--- src/rtl/bin2bcd3_seq_pkg.sv ---
// -----------------------------------------------------------------------------
// bin2bcd3_seq_pkg
// Shared definitions for the sequential binary-to-BCD converter:
//   DIGIT_W       width of one BCD digit
//   BCD_MAX       largest value that fits in three decimal digits
//   THOUS_W       width of the thousands field of the BCD scratch register
//   SCRATCH_W     total BCD scratch width (thousands bit plus three nibbles)
//   state_t       converter FSM states IDLE / SHIFT / COMMIT
//   add3_adjust() double-dabble nibble correction (>=5 -> +3)
// -----------------------------------------------------------------------------
package bin2bcd3_seq_pkg;

  localparam int DIGIT_W   = 4;
  localparam int BCD_MAX   = 999;
  localparam int THOUS_W   = 1;
  localparam int SCRATCH_W = THOUS_W + 3 * DIGIT_W;

  typedef enum logic [1:0] {
    IDLE   = 2'd0,
    SHIFT  = 2'd1,
    COMMIT = 2'd2
  } state_t;

  // A nibble of 5..9 becomes 8..12 so the following left shift carries
  // correctly into the next decimal digit. Inputs never exceed 9 in a valid
  // conversion, so the sum stays within 4 bits.
  function automatic logic [DIGIT_W-1:0] add3_adjust(input logic [DIGIT_W-1:0] nib);
    logic [DIGIT_W-1:0] res;
    if (nib >= DIGIT_W'(5)) begin
      res = nib + DIGIT_W'(3);
    end else begin
      res = nib;
    end
    return res;
  endfunction

endpackage

--- src/rtl/bin2bcd3_seq_bcd_add3.sv ---
// -----------------------------------------------------------------------------
// bcd_add3
// Combinational double-dabble nibble adjust: outputs din+3 when din >= 5,
// otherwise passes din through.
// Ports:
//   din   in  4  BCD nibble before the shift
//   dout  out 4  corrected nibble, ready to be shifted left
// -----------------------------------------------------------------------------
module bcd_add3
  import bin2bcd3_seq_pkg::*;
(
  input  logic [DIGIT_W-1:0] din,
  output logic [DIGIT_W-1:0] dout
);

  always_comb begin
    dout = add3_adjust(din);
  end

endmodule

--- src/rtl/bin2bcd3_seq.sv ---
// -----------------------------------------------------------------------------
// bin2bcd3_seq
// Sequential binary-to-BCD converter (shift-add-3, one bit per clock) feeding
// a three-digit display. Digits and ovf change only at the end of a
// conversion so a renderer never samples a half-converted value.
//
// Parameters:
//   BIN_W   width of the binary input, legal 4..10 (default 10)
// Ports:
//   clk     in   1      system clock, posedge
//   rst_n   in   1      synchronous active-low reset
//   start   in   1      conversion request, sampled only while idle
//   bin     in   BIN_W  unsigned value captured on the accepted start
//   busy    out  1      high from the cycle after accept until done
//   done    out  1      one-cycle pulse when new digits are valid
//   a2      out  4      hundreds digit
//   a1      out  4      tens digit
//   a0      out  4      ones digit
//   ovf     out  1      last converted value exceeded 999
//
// Build option:
//   BIN2BCD3_SATURATE_EN  when defined, an overflowing value shows 9/9/9;
//                         otherwise it shows the low three digits.
//
// state  | meaning
// -------+-----------------------------------------------------------
// IDLE   | waiting for start; outputs hold the last committed result
// SHIFT  | one adjust-and-shift step per clock, BIN_W steps in total
// COMMIT | copy scratch into the output digits, pulse done
// -----------------------------------------------------------------------------
module bin2bcd3_seq
  import bin2bcd3_seq_pkg::*;
#(
  parameter int BIN_W = 10
) (
  input  logic               clk,
  input  logic               rst_n,
  input  logic               start,
  input  logic [BIN_W-1:0]   bin,
  output logic               busy,
  output logic               done,
  output logic [DIGIT_W-1:0] a2,
  output logic [DIGIT_W-1:0] a1,
  output logic [DIGIT_W-1:0] a0,
  output logic               ovf
);

  localparam int CNT_W = $clog2(BIN_W + 1);

  state_t                 state;
  logic [BIN_W-1:0]       shreg;
  logic [SCRATCH_W-1:0]   scratch;
  logic [CNT_W-1:0]       count;

  logic [DIGIT_W-1:0]     adj2;
  logic [DIGIT_W-1:0]     adj1;
  logic [DIGIT_W-1:0]     adj0;
  logic                   thous;

  bcd_add3 u_add3_hund (
    .din  (scratch[3*DIGIT_W-1:2*DIGIT_W]),
    .dout (adj2)
  );

  bcd_add3 u_add3_tens (
    .din  (scratch[2*DIGIT_W-1:DIGIT_W]),
    .dout (adj1)
  );

  bcd_add3 u_add3_ones (
    .din  (scratch[DIGIT_W-1:0]),
    .dout (adj0)
  );

  assign thous = scratch[SCRATCH_W-1];

  always_ff @(posedge clk) begin
    if (!rst_n) begin
      state   <= IDLE;
      shreg   <= '0;
      scratch <= '0;
      count   <= '0;
      busy    <= 1'b0;
      done    <= 1'b0;
      a2      <= '0;
      a1      <= '0;
      a0      <= '0;
      ovf     <= 1'b0;
    end else begin
      done <= 1'b0;
      case (state)
        IDLE: begin
          if (start) begin
            shreg   <= bin;
            scratch <= '0;
            count   <= CNT_W'(BIN_W);
            busy    <= 1'b1;
            state   <= SHIFT;
          end
        end

        SHIFT: begin
          // The thousands bit of the adjusted scratch is always 0 before the
          // final shift (the input is at most 10 bits), so dropping it here
          // loses nothing; the final shift moves bit 3 of the hundreds nibble
          // into it.
          {scratch, shreg} <= {adj2, adj1, adj0, shreg, 1'b0};
          count            <= count - CNT_W'(1);
          if (count == CNT_W'(1)) begin
            state <= COMMIT;
          end
        end

        COMMIT: begin
`ifdef BIN2BCD3_SATURATE_EN
          if (thous) begin
            a2 <= DIGIT_W'(9);
            a1 <= DIGIT_W'(9);
            a0 <= DIGIT_W'(9);
          end else begin
            a2 <= scratch[3*DIGIT_W-1:2*DIGIT_W];
            a1 <= scratch[2*DIGIT_W-1:DIGIT_W];
            a0 <= scratch[DIGIT_W-1:0];
          end
`else
          a2 <= scratch[3*DIGIT_W-1:2*DIGIT_W];
          a1 <= scratch[2*DIGIT_W-1:DIGIT_W];
          a0 <= scratch[DIGIT_W-1:0];
`endif
          ovf   <= thous;
          done  <= 1'b1;
          busy  <= 1'b0;
          state <= IDLE;
        end

        default: begin
          state <= IDLE;
          busy  <= 1'b0;
        end
      endcase
    end
  end

endmodule

--- config.mk ---
export PLATFORM = sky130hd
export DESIGN_NAME = bin2bcd3_seq
export DESIGN_NICKNAME = d
export VERILOG_FILES = /design/src/rtl/bin2bcd3_seq_pkg.sv /design/src/rtl/bin2bcd3_seq_bcd_add3.sv /design/src/rtl/bin2bcd3_seq.sv
export SDC_FILE = /design/constraint.sdc
export NUM_CORES = 1
export LEC_CHECK = 0
export CAP_MARGIN = 20
export CORE_ASPECT_RATIO = 1.1
export CORE_MARGIN = 2
export CORE_UTILIZATION = 58
export CTS_CLUSTER_DIAMETER = 50
export DETAILED_ROUTE_END_ITERATION = 8
export PLACE_DENSITY = 0.89
export SLEW_MARGIN = 20
export SYNTH_ARGS = -nofsm -noshare
export SYNTH_HDL_FRONTEND = slang
export SYNTH_SLANG_ARGS = --single-unit
export TNS_END_PERCENT = 10
--- constraint.sdc ---
create_clock -name clk -period 4.5 [get_ports clk]
set_input_delay 0.675 -clock clk [delete_from_list [all_inputs] [get_ports clk]]
set_output_delay 0.675 -clock clk [all_outputs]
set_load 0.02 [all_outputs]
Word level (Yosys, flattened, before mapping):

Index checks and enable logic that the tools add are counted.

* eq/ne operators: 5
* mux-type cells: 15
* reduce and logical (&&, ||, !) cells: 5
* bitwise gates (word level): 1
* $add $sub $neg: 4
* magnitude comparators: 3

Operator list (number)
* case mux 13 bit (2 select lines): 1
* case mux 10 bit (2 select lines): 1
* two-way mux 4 bit: 4
* two-way mux 13 bit: 1
* adder 4 x 2 -> 4 bit (second input constant): 3
* >= comparator 4 x 3 -> 1 bit (second input constant): 3
* two-way mux 10 bit: 1
* case mux 4 bit (2 select lines): 1
* AND reduction 2 bit: 3
* equality test 4 x 1 -> 1 bit (second input constant): 1
* two-way mux 2 bit: 2
* inequality test 2 bit (second input constant): 2
* case mux 2 bit (2 select lines): 1
* subtractor 4 x 1 -> 4 bit (second input constant): 1
* equality test 2 x 1 -> 1 bit (second input constant): 1
* equality test 2 bit (second input constant): 1
* logical NOT 2 bit: 1
* two-way mux 1 bit: 2
* case mux 1 bit (2 select lines): 1
* nonzero test 2 bit: 1
* NOT 1 bit: 1

* register bits: 44
* output and inout bits: 15

Longest topological paths before layout:

Gate-level depths: netlist (run 1).

* word-level depth: 3
* depth in mapped cells: 6
* gate-level depth less buffers: 6

Hierarchy:

A second synthesis (run 1) with hierarchy kept.

* cell total of the unflattened synthesis: 220
* area, all modules: 1924.3 µm²

By module, submodules not included
* bin2bcd3_seq: area each 1620.3 µm², instances 1, sequential area each 880.8 µm², cells each 172
* bcd_add3: area each 101.3 µm², instances 3, sequential area each 0.0 µm², cells each 16

Least setup slack after synthesis (run 1):

No wires, ideal clock.

* path kind: reg2reg
* start: register scratch[9]
* end: register scratch[10]
* clock period less this slack: 1.506 ns
* required time: 4.426 ns
* data arrival time: 1.432 ns
* stages on the path, launching flop included: 7
* setup slack: 2.994 ns
* library setup time: 0.074 ns
* cells stage by stage: dfxtp_1 > inv_1 > ha_1 > nand2b_1 > a21oi_1 > mux2_2 > o21ai_0

* cells in the longest elaborated chain, start to end: 3
* elaborated cells on any way between the ends: 4
* those cells by class: 1 x add/sub; 1 x order compare; 2 x mux

RTL lines
* from (decl): line bin2bcd3_seq.sv:52 `logic [SCRATCH_W-1:0] scratch;`
* from (signal assigned): line bin2bcd3_seq.sv:107 `{scratch, shreg} <= {adj2, adj1, adj0, shreg, 1'b0};`
* adder 4 x 2 -> 4 bit / >= comparator 4 x 3 -> 1 bit (equally long branches): line bin2bcd3_seq_pkg.sv:30, bin2bcd3_seq_pkg.sv:29
* two-way mux 4 bit (*): line bin2bcd3_seq_pkg.sv:29 `if (nib >= DIGIT_W'(5)) begin`
* case mux 13 bit (2 select lines) (*): line bin2bcd3_seq.sv:91 `case (state)`

Mark *: on every way between the ends. The rest lies on a longest branch, timed or not.
A chain may end at the register's enable or synchronous reset.

Worst setup path after layout (run 1):

* start: register a2[2]
* end: output a2[2]

RTL lines
* from (decl): line bin2bcd3_seq.sv:42 `output logic [DIGIT_W-1:0] a2,`
* from (signal assigned): line bin2bcd3_seq.sv:126 `a2 <= scratch[3*DIGIT_W-1:2*DIGIT_W];`

No word-level cell between the ends.

==> results of run 1 <==
## per-layer routing
metal  vias to the layer above  share of wire [%]  track usage (%)
li1                        831                  -                -
met4                         0                2.1             10.8
met3                         7                3.0             6.65
met2                        22                 51             38.9
met1                       754                 44             24.1
met5                         -                  0                0
## final timing paths
check	endpoint	slack, ps
max reg2reg	scratch[8]$_SDFFE_PN0P_	2640
max	a2[2]	2490
min reg2reg	a1[3]$_SDFFE_PN0P_	460
min	a1[3]$_SDFFE_PN0P_	460
## stage by stage
step                      worst slack, ps  power [uW]  utilization (%)  hold slack [ps]
after global placement               1990         491             67.6              440
final                                2490         730             69.8              461
after CTS                            2340         736             70.0              465
after floorplan                      2990         475                -              431
after detailed placement             1940         494             67.6              447
after global routing                 2420         765             69.8              479
## synth_stat cells, drive strengths merged, types with 2 or more instances
cell type	n	area, um^2
and3	2	12.5
nor2b	4	25.0
o21ai	27	135
nor2	10	40.0
mux2	4	45.0
xor2	3	26.3
a21boi	17	128
inv	10	37.5
nand2	47	186
dfxtp	44	881
xnor2	3	26.3
ha	8	100
a21oi	15	75.1
buf	10	80.1
a22oi	2	15.0
nand3	4	20.0
clkbuf	4	16.3
o22ai	5	31.3
o31ai	3	37.5
nor3	4	20.0
nand2b	6	40.0
## power groups by stage
stage | combinational [uW] | clock, uW | sequential (uW)
3_5_place_dp | 70.4 | 0 | 423
6_report | 69.7 | 245 | 415
2_1_floorplan | 55.5 | 0 | 420
5_1_grt | 78.7 | 270 | 417
4_1_cts | 70.6 | 251 | 415
3_3_place_gp | 68.8 | 0 | 422
## sequential cells by signal (all words and copies together) (netlist names)
| signal | cells |
|---|---|
| busy | 1 |
| a0 | 4 |
| count | 4 |
| ovf | 1 |
| done | 1 |
| a1 | 4 |
| shreg | 10 |
| a2 | 4 |
| scratch | 13 |
| state | 2 |
## logic make-up after synthesis
logic type / Yosys count / share of synthesized area [%]
AND/OR/NAND/NOR: 79 / 17.7
AO/OA/AOI/OAI: 71 / 22.1
flip-flops: 44 / 43.7
buffers and inverters: 24 / 6.64
adder cells (fa/ha/maj): 8 / 4.96
XOR/XNOR: 6 / 2.61
multiplexers: 4 / 2.23
## cell type report
class,instances,area [um^2]
Tap cell,48,60.1
Multi-Input combinational cell,168,1000
Inverter,10,37.5
Timing Repair Buffer,27,265
Clock buffer,5,37.5
Fill cell,255,1000
Sequential cell,44,881
Clock inverter,3,42.5
==> results.py, run 1 <==
metrics = {
    "power_and_ir_drop": {
        "internal_power_uw": 552,
        "cellLeakagePower_uw": 0.000820,
        "cellPowerDensity_nw_per_um2": 314,
        "power.switching_uw": 178,
        "ir_drop_mv": 0.203,
        "pwr-share-seq_pct": 56.9,
        "power_frac_clock_pct": 33.6,
        "switching_share_pct": 24.4,
        "combPwrFrac_pct": 9.5,
    },
    "logic_synthesis": {
        "synth.ff_latch_count": 44,
        "ys_types": 35,
        "yosysWarnings": 0,
        "synth_edf_count": 0,
        "synthesis.area_um2": 2020,
        "synth_ff_type": "dfxtp_1",
        "seq_area_frac_synth_pct": 43.7,
        "synthesis.nets": 257,
        "synth-async-reset-ratio_pct": 0,
        "syn-mean-instance-area_um2": 8.55,
        "netlist_instances": 236,
    },
    "setup_path": {
        "crit_path_max_incr_delay_ps": 610,
        "startpoint": "a2[2]$_SDFFE_PN0P_",
        "critPathTopFamily": "buffers and inverters",
        "path_cells": "clkdlybuf4s50_1",
        "arrival_ps": 1330,
        "timing.rr.start": "state[0]$_SDFFE_PN0P_",
        "cpMaxStageDelayCell": "clkdlybuf4s50_1",
        "setup.worst_path.start_class": "flop",
        "r2r_cells": 3,
        "path_depth": 1,
        "end_kind": "output pin",
        "cp.required_ps": 3830,
        "critPathBufInv": 1,
        "critical_path.max_fanout": 2,
        "worstSetupPathType": "flop to output pin",
    },
    "cts": {
        "cts.repair.resized": 0,
        "cts_made_buffers": 5,
        "cts.clk_slew.worst_paths_ps": 130,
        "cts_tree": "done",
        "holdBufCountCts": 0,
        "cts.root.buffer_cell": "clkbuf_4",
        "clock_sinks": 44,
        "clockBufferDepth": 2,
        "cts_setup_buffers": 0,
        "htree_levels": 2,
        "clk_latency_ps": 360,
    },
    "hold_path": {
        "hold_path.class": "flop to flop",
        "min_path_cells": 2,
        "hp-start": "a1[3]$_SDFFE_PN0P_",
    },
    "layout": {
        "finalInstanceArea_um2": 2330,
        "diodes": 0,
        "final_cell_mix": "45 x nand2_1, 44 x dfxtp_1, 26 x o21ai_0, 26 x clkdlybuf4s50_1, 15 x a21oi_1",
        "stdcell_count": 305,
        "nNetsFinal": 277,
        "layout-drive-gt1-share_pct": 8.56,
        "layout_commonest_cell": "nand2_1",
        "syn2layout_area_growth_pct": 15.3,
    },
    "sta": {
        "period_needed_ps": 2010,
        "relSlewSlack_pct": 54.9,
        "post-route-period-util_pct": 44.6,
        "fmax_mhz": 498,
        "setup_tns_ps": 0,
        "rsz0062_at_grt": "no",
        "maxSlewViolCount": 0,
        "setup_violations": 0,
        "finalClockSkew_ps": 10.3,
        "hold_viol_final": 0,
        "tightest_slew_ps": 675,
    },
    "place": {
        "gp_congestion": 0.874,
        "dpl-instance-area_um2": 2250,
        "place_inst": 297,
        "detailed_place_hpwl_um": 2650,
        "place.port_buffers": 27,
    },
    "die": {
        "ios": 28,
        "die_w_um": 60.2,
        "start_util_pct": 60.6,
        "rows": 22,
        "fp.dieH_um": 65.9,
        "die-area_um2": 3970,
        "coreArea_um2": 3330,
    },
    "drt": {
        "drcViolationCount": 0,
        "first_pass_iters": 4,
        "drt_iter0_drc": 65,
        "route.detailed.wl_per_inst_um": 12.5,
        "via_per_inst": 5.29,
        "drtAntennaViolNets": 0,
        "drt_wl_total_um": 3800,
        "vias": 1614,
    },
    "run": {
        "maxCapViolCount": 0,
    },
    "global_route": {
        "grt_max_degree": 37,
        "grt_pass1_wl_um": 6620,
        "antenna_found_initial": 0,
        "grt_pass1_vias": 1579,
        "gr-total-overflow": 0,
        "grt_util_all_layers_pct": 22.4,
    },
    "run_status": {
        "outcome": "complete, no violations",
    },
}
Note: power is estimated with default switching activity, not from simulation.
==> run 2, diff against run 1 <==
CORE_UTILIZATION = 48   (was 58)
PLACE_DENSITY = 0.79   (was 0.89)
clock period = 1.7 ns   (was 4.5 ns; I/O delays follow)
==> run 2 against run 1 <==
- utilization fell by 8.7 points
- global-route usage fell by 3.9 points
- first-iteration DRC count rose by 3.1%
- non-clock buffer count rose by 13
- design area rose by 4.9%
- clock power rose to 2.6 times the previous value
- largest cell class unchanged
==> results.py, run 2 (same netlist as run 1, synthesis figures left out) <==
metrics = {
    "cts": {
        "cts_tree": "done",
        "clockBufferDepth": 2,
        "clock_sinks": 44,
        "cts.root.buffer_cell": "clkbuf_8",
        "holdBufCountCts": 0,
        "cts_setup_buffers": 0,
        "clk_latency_ps": 300,
        "htree_levels": 2,
        "cts.repair.resized": 0,
        "cts_made_buffers": 5,
        "cts.clk_slew.worst_paths_ps": 80,
    },
    "setup_path": {
        "startpoint": "scratch[9]$_SDFFE_PN0P_",
        "cp.required_ps": 1930,
        "timing.rr.start": "scratch[9]$_SDFFE_PN0P_",
        "worstSetupPathType": "flop to flop",
        "arrival_ps": 1800,
        "critical_path.max_fanout": 4,
        "end_kind": "flop",
        "setup.worst_path.start_class": "flop",
    },
    "layout": {
        "layout-drive-gt1-share_pct": 12.6,
        "top_regs": "scratch (13), shreg (10)",
        "nNetsFinal": 290,
        "fillCellCount": 349,
        "top_register": "scratch",
        "final_cell_mix": "45 x nand2_1, 44 x dfxtp_1, 27 x clkdlybuf4s50_1, 26 x o21ai_0, 15 x a21oi_1",
        "fin_util_pct": 61.1,
        "syn2layout_area_growth_pct": 21.0,
        "largest_reg_flops": 13,
        "layout_commonest_cell": "nand2_1",
        "diodes": 0,
    },
    "sta": {
        "maxSlewViolCount": 0,
        "finalClockSkew_ps": 8.87,
        "period_needed_ps": 1580,
        "timing.hold.ws_ps": 453,
        "fmax_mhz": 633,
        "post-route-period-util_pct": 92.9,
        "tightest_slew_ps": 356,
        "rsz0062_at_grt": "no",
        "relSlewSlack_pct": 76.3,
        "hold_viol_final": 0,
        "setup_violations": 0,
        "worst_slack_ps": 121,
        "setup_tns_ps": 0,
    },
    "drt": {
        "vias": 1649,
        "first_pass_iters": 4,
        "drt_iter0_drc": 67,
        "wl_met2_um": 1930,
        "drt_wl_total_um": 3860,
        "top_layer": "met4",
        "route.met3.wl_um": 114,
        "via_per_inst": 5.12,
        "drcViolationCount": 0,
        "met1Wirelength_um": 1740,
        "route.detailed.wl_per_inst_um": 12.0,
        "drtAntennaViolNets": 0,
    },
    "die": {
        "rows": 24,
        "die-area_um2": 4740,
        "ios": 28,
        "die_w_um": 65.8,
        "start_util_pct": 50.5,
        "fp.dieH_um": 72.0,
        "coreArea_um2": 3990,
    },
    "global_route": {
        "grt_max_degree": 29,
        "grt_pass1_wl_um": 6800,
        "grt_util_all_layers_pct": 18.5,
        "grt_pass1_vias": 1586,
        "gr-total-overflow": 0,
        "antenna_found_initial": 0,
    },
    "place": {
        "place.port_buffers": 27,
        "pre_cts_slack_ps": 63.3,
        "gp_congestion": 0.803,
        "detailed_place_hpwl_um": 2810,
    },
    "run_status": {
        "outcome": "complete, no violations",
    },
    "hold_path": {
        "hp-start": "a1[1]$_SDFFE_PN0P_",
        "hold_path.class": "flop to flop",
    },
    "power_and_ir_drop": {
        "cellPowerDensity_nw_per_um2": 800,
        "cellLeakagePower_uw": 0.000887,
        "ir_drop_mv": 0.626,
    },
    "run": {
        "maxCapViolCount": 0,
    },
}
run 2: metal layers:
metal  up-vias  global-route usage [%]
met5         -                       0
met4         0                    8.10
met3         5                    3.72
met2        26                    34.0
met1       761                    20.2
li1        857                       -
run 2: worst paths after layout:
check / to / slack (ps) / depth (start not counted)
setup / recovery: scratch[10]$_SDFFE_PN0P_ / 120 / 6
hold / removal: a1[1]$_SDFFE_PN0P_ / 450 / 2
setup reg to reg: scratch[10]$_SDFFE_PN0P_ / 120 / 6
hold reg to reg: a1[1]$_SDFFE_PN0P_ / 450 / 2
run 2: area by class of cell:
cell class,instances,area [um^2],share of cell area [%]
Sequential cell,44,881,36.1
Tap cell,52,65.1,2.67
Clock inverter,3,18.8,0.769
Inverter,10,37.5,1.54
Multi-Input combinational cell,168,1000,41.1
Clock buffer,5,68.8,2.82
Timing Repair Buffer,40,368,15.1
run 2: worst max-delay path: stages, from the launching register on:
cell	delay [ps]
dfxtp_1	390
inv_1	90
ha_1	180
nand2b_1	130
a21oi_1	220
mux2_2	370
o21ai_0	130
run 2: report_power, final:
group	switching, uW	internal [uW]	total, uW
Sequential	23.3	1070	1090
Clock	361	286	647
Combinational	109	105	214
Total	493	1460	1950
run 2: per-stage QoR:
step / instances / total power (uW) / instance area, um^2
global route: 322 / 2030 / 2440
floorplan: 236 / 1260 / 2020
detailed placement: 314 / 1330 / 2350
finish: 322 / 1950 / 2440
global placement: 314 / 1320 / 2350
CTS: 322 / 1970 / 2440
==> run 3, diff against run 2 <==
CTS_CLUSTER_SIZE = 14   (was default)
PLACE_DENSITY = default   (was 0.79)
PLACE_DENSITY_LB_ADDON = 0.25   (was default)
REMOVE_ABC_BUFFERS = 1   (was default)
==> run 3 against run 2 <==
- clock skew fell by 3.3 ps
- non-clock buffer count fell by 2
- global-route usage shrank 0.82 points
- setup slack better by 77 ps
- power shrank 2.4%
- final cell count fell by 0.93%
- sequential power about the same
- first-iteration DRC count stayed put
- utilization shrank 0.60 points
==> results.py, run 3 (same netlist as run 1, synthesis figures left out) <==
metrics = {
    "run_status": {
        "outcome": "complete, no violations",
    },
    "sta": {
        "finalClockSkew_ps": 5.56,
        "tightest_slew_ps": 429,
        "fmax_mhz": 666,
        "setup_tns_ps": 0,
        "period_needed_ps": 1500,
        "setup_violations": 0,
        "maxSlewViolCount": 0,
        "relSlewSlack_pct": 71.4,
        "hold_viol_final": 0,
        "post-route-period-util_pct": 88.4,
        "rsz0062_at_grt": "no",
    },
    "drt": {
        "drcViolationCount": 0,
        "drt_wl_total_um": 3760,
        "via_per_inst": 5.07,
        "drt_iter0_drc": 67,
        "route.detailed.wl_per_inst_um": 11.8,
        "drtAntennaViolNets": 0,
        "vias": 1616,
        "first_pass_iters": 4,
    },
    "die": {
        "rows": 24,
        "coreArea_um2": 3990,
        "die-area_um2": 4740,
        "fp.dieH_um": 72.0,
        "die_w_um": 65.8,
        "ios": 28,
        "start_util_pct": 50.5,
    },
    "layout": {
        "nNetsFinal": 288,
        "final_cell_mix": "45 x nand2_1, 43 x dfxtp_1, 27 x clkdlybuf4s50_1, 26 x o21ai_0, 15 x a21oi_1",
        "top_register": "scratch",
        "top_regs": "scratch (13), shreg (10)",
        "largest_reg_flops": 13,
        "layout-drive-gt1-share_pct": 11.6,
        "diodes": 0,
        "layout_commonest_cell": "nand2_1",
        "syn2layout_area_growth_pct": 19.9,
    },
    "cts": {
        "cts_setup_buffers": 0,
        "htree_levels": 2,
        "cts_tree": "done",
        "cts.root.buffer_cell": "clkbuf_8",
        "cts_made_buffers": 5,
        "cts.repair.resized": 0,
        "holdBufCountCts": 0,
        "clock_sinks": 44,
        "cts.clk_slew.worst_paths_ps": 80,
        "clockBufferDepth": 2,
        "clk_latency_ps": 290,
    },
    "run": {
        "maxCapViolCount": 0,
    },
    "global_route": {
        "grt_pass1_vias": 1452,
        "grt_util_all_layers_pct": 17.6,
        "grt_pass1_wl_um": 6580,
        "gr-total-overflow": 0,
        "grt_max_degree": 34,
        "antenna_found_initial": 0,
    },
    "setup_path": {
        "critical_path.max_fanout": 4,
        "setup.worst_path.start_class": "flop",
        "crit_path_max_incr_delay_ps": 370,
        "cpMaxStageDelayCell": "dfxtp_1",
        "worstSetupPathType": "flop to flop",
        "cp.required_ps": 1920,
        "critPathBufInv": 1,
        "arrival_ps": 1720,
        "critPathTopFamily": "flip-flops",
        "end_kind": "flop",
        "path_cells": "inv_1 > ha_1 > nand2b_1 > a21oi_1 > mux2_2 > o21ai_0",
    },
    "power_and_ir_drop": {
        "ir_drop_mv": 0.506,
        "cellLeakagePower_uw": 0.000871,
        "cellPowerDensity_nw_per_um2": 788,
        "power_uw": 1910,
    },
    "place": {
        "detailed_place_hpwl_um": 2630,
        "gp_congestion": 0.751,
        "place.port_buffers": 27,
    },
    "hold_path": {
        "hold_path.class": "flop to flop",
    },
}
[run 3: cell types whose count changed in the layout (fill, tap and decap cells not counted)]
cell	previous run	this run
clkbuf_1	0	1
dfxtp_2	0	1
buf_4	13	11
dfxtp_1	44	43
clkinv_4	1	0
clkinv_2	2	1
[run 3: final timing paths]
| kind | to | start | slack, ps | cells after the start |
|---|---|---|---|---|
| max | scratch[6]$_SDFFE_PN0P_ | scratch[5]$_SDFFE_PN0P_ | 200 | 6 |
| min | a1[0]$_SDFFE_PN0P_ | a1[0]$_SDFFE_PN0P_ | 450 | 2 |
| max reg2reg | scratch[6]$_SDFFE_PN0P_ | scratch[5]$_SDFFE_PN0P_ | 200 | 6 |
| min reg2reg | a1[0]$_SDFFE_PN0P_ | a1[0]$_SDFFE_PN0P_ | 450 | 2 |
[run 3: through the flow]
step	util, %	cell area, um^2	instances	setup WS, ps	hold WS [ps]
final	60.5	2420	319	197	452
after global routing	60.5	2420	319	7.98	470
after CTS	60.5	2420	319	177	455
after detailed placement	58.6	2340	312	65.7	444
after global placement	58.6	2340	312	144	442
after floorplan	-	1920	222	194	371
[run 3: power by group]
| part | leakage, uW | internal [uW] | switching [uW] |
|---|---|---|---|
| logic | 0.000471 | 102 | 110 |
| registers | 0.000359 | 1070 | 20.9 |
| clock network | 0.0000410 | 279 | 327 |
[run 3: worst min-delay path, stage by stage (launching register included)]
cell      delay [ps]
dfxtp_1          310
nand2_1           50
a21boi_1          50
[run 3: layer usage]
layer,GRT usage [%],part of all wire (%)
met2,29.7,49
met3,4.65,3.3
met1,22.3,47
met5,0,0
met4,4.86,1.1
[run 3: cell type report]
class | count | area, um^2
fillers | 370 | 1580
multi-input cells | 168 | 1000
flip-flops and latches | 44 | 882
repair buffers | 38 | 353
clock buffers | 6 | 72.6
well taps | 52 | 65.1
inverters | 10 | 37.5
clock inverters | 1 | 5.00
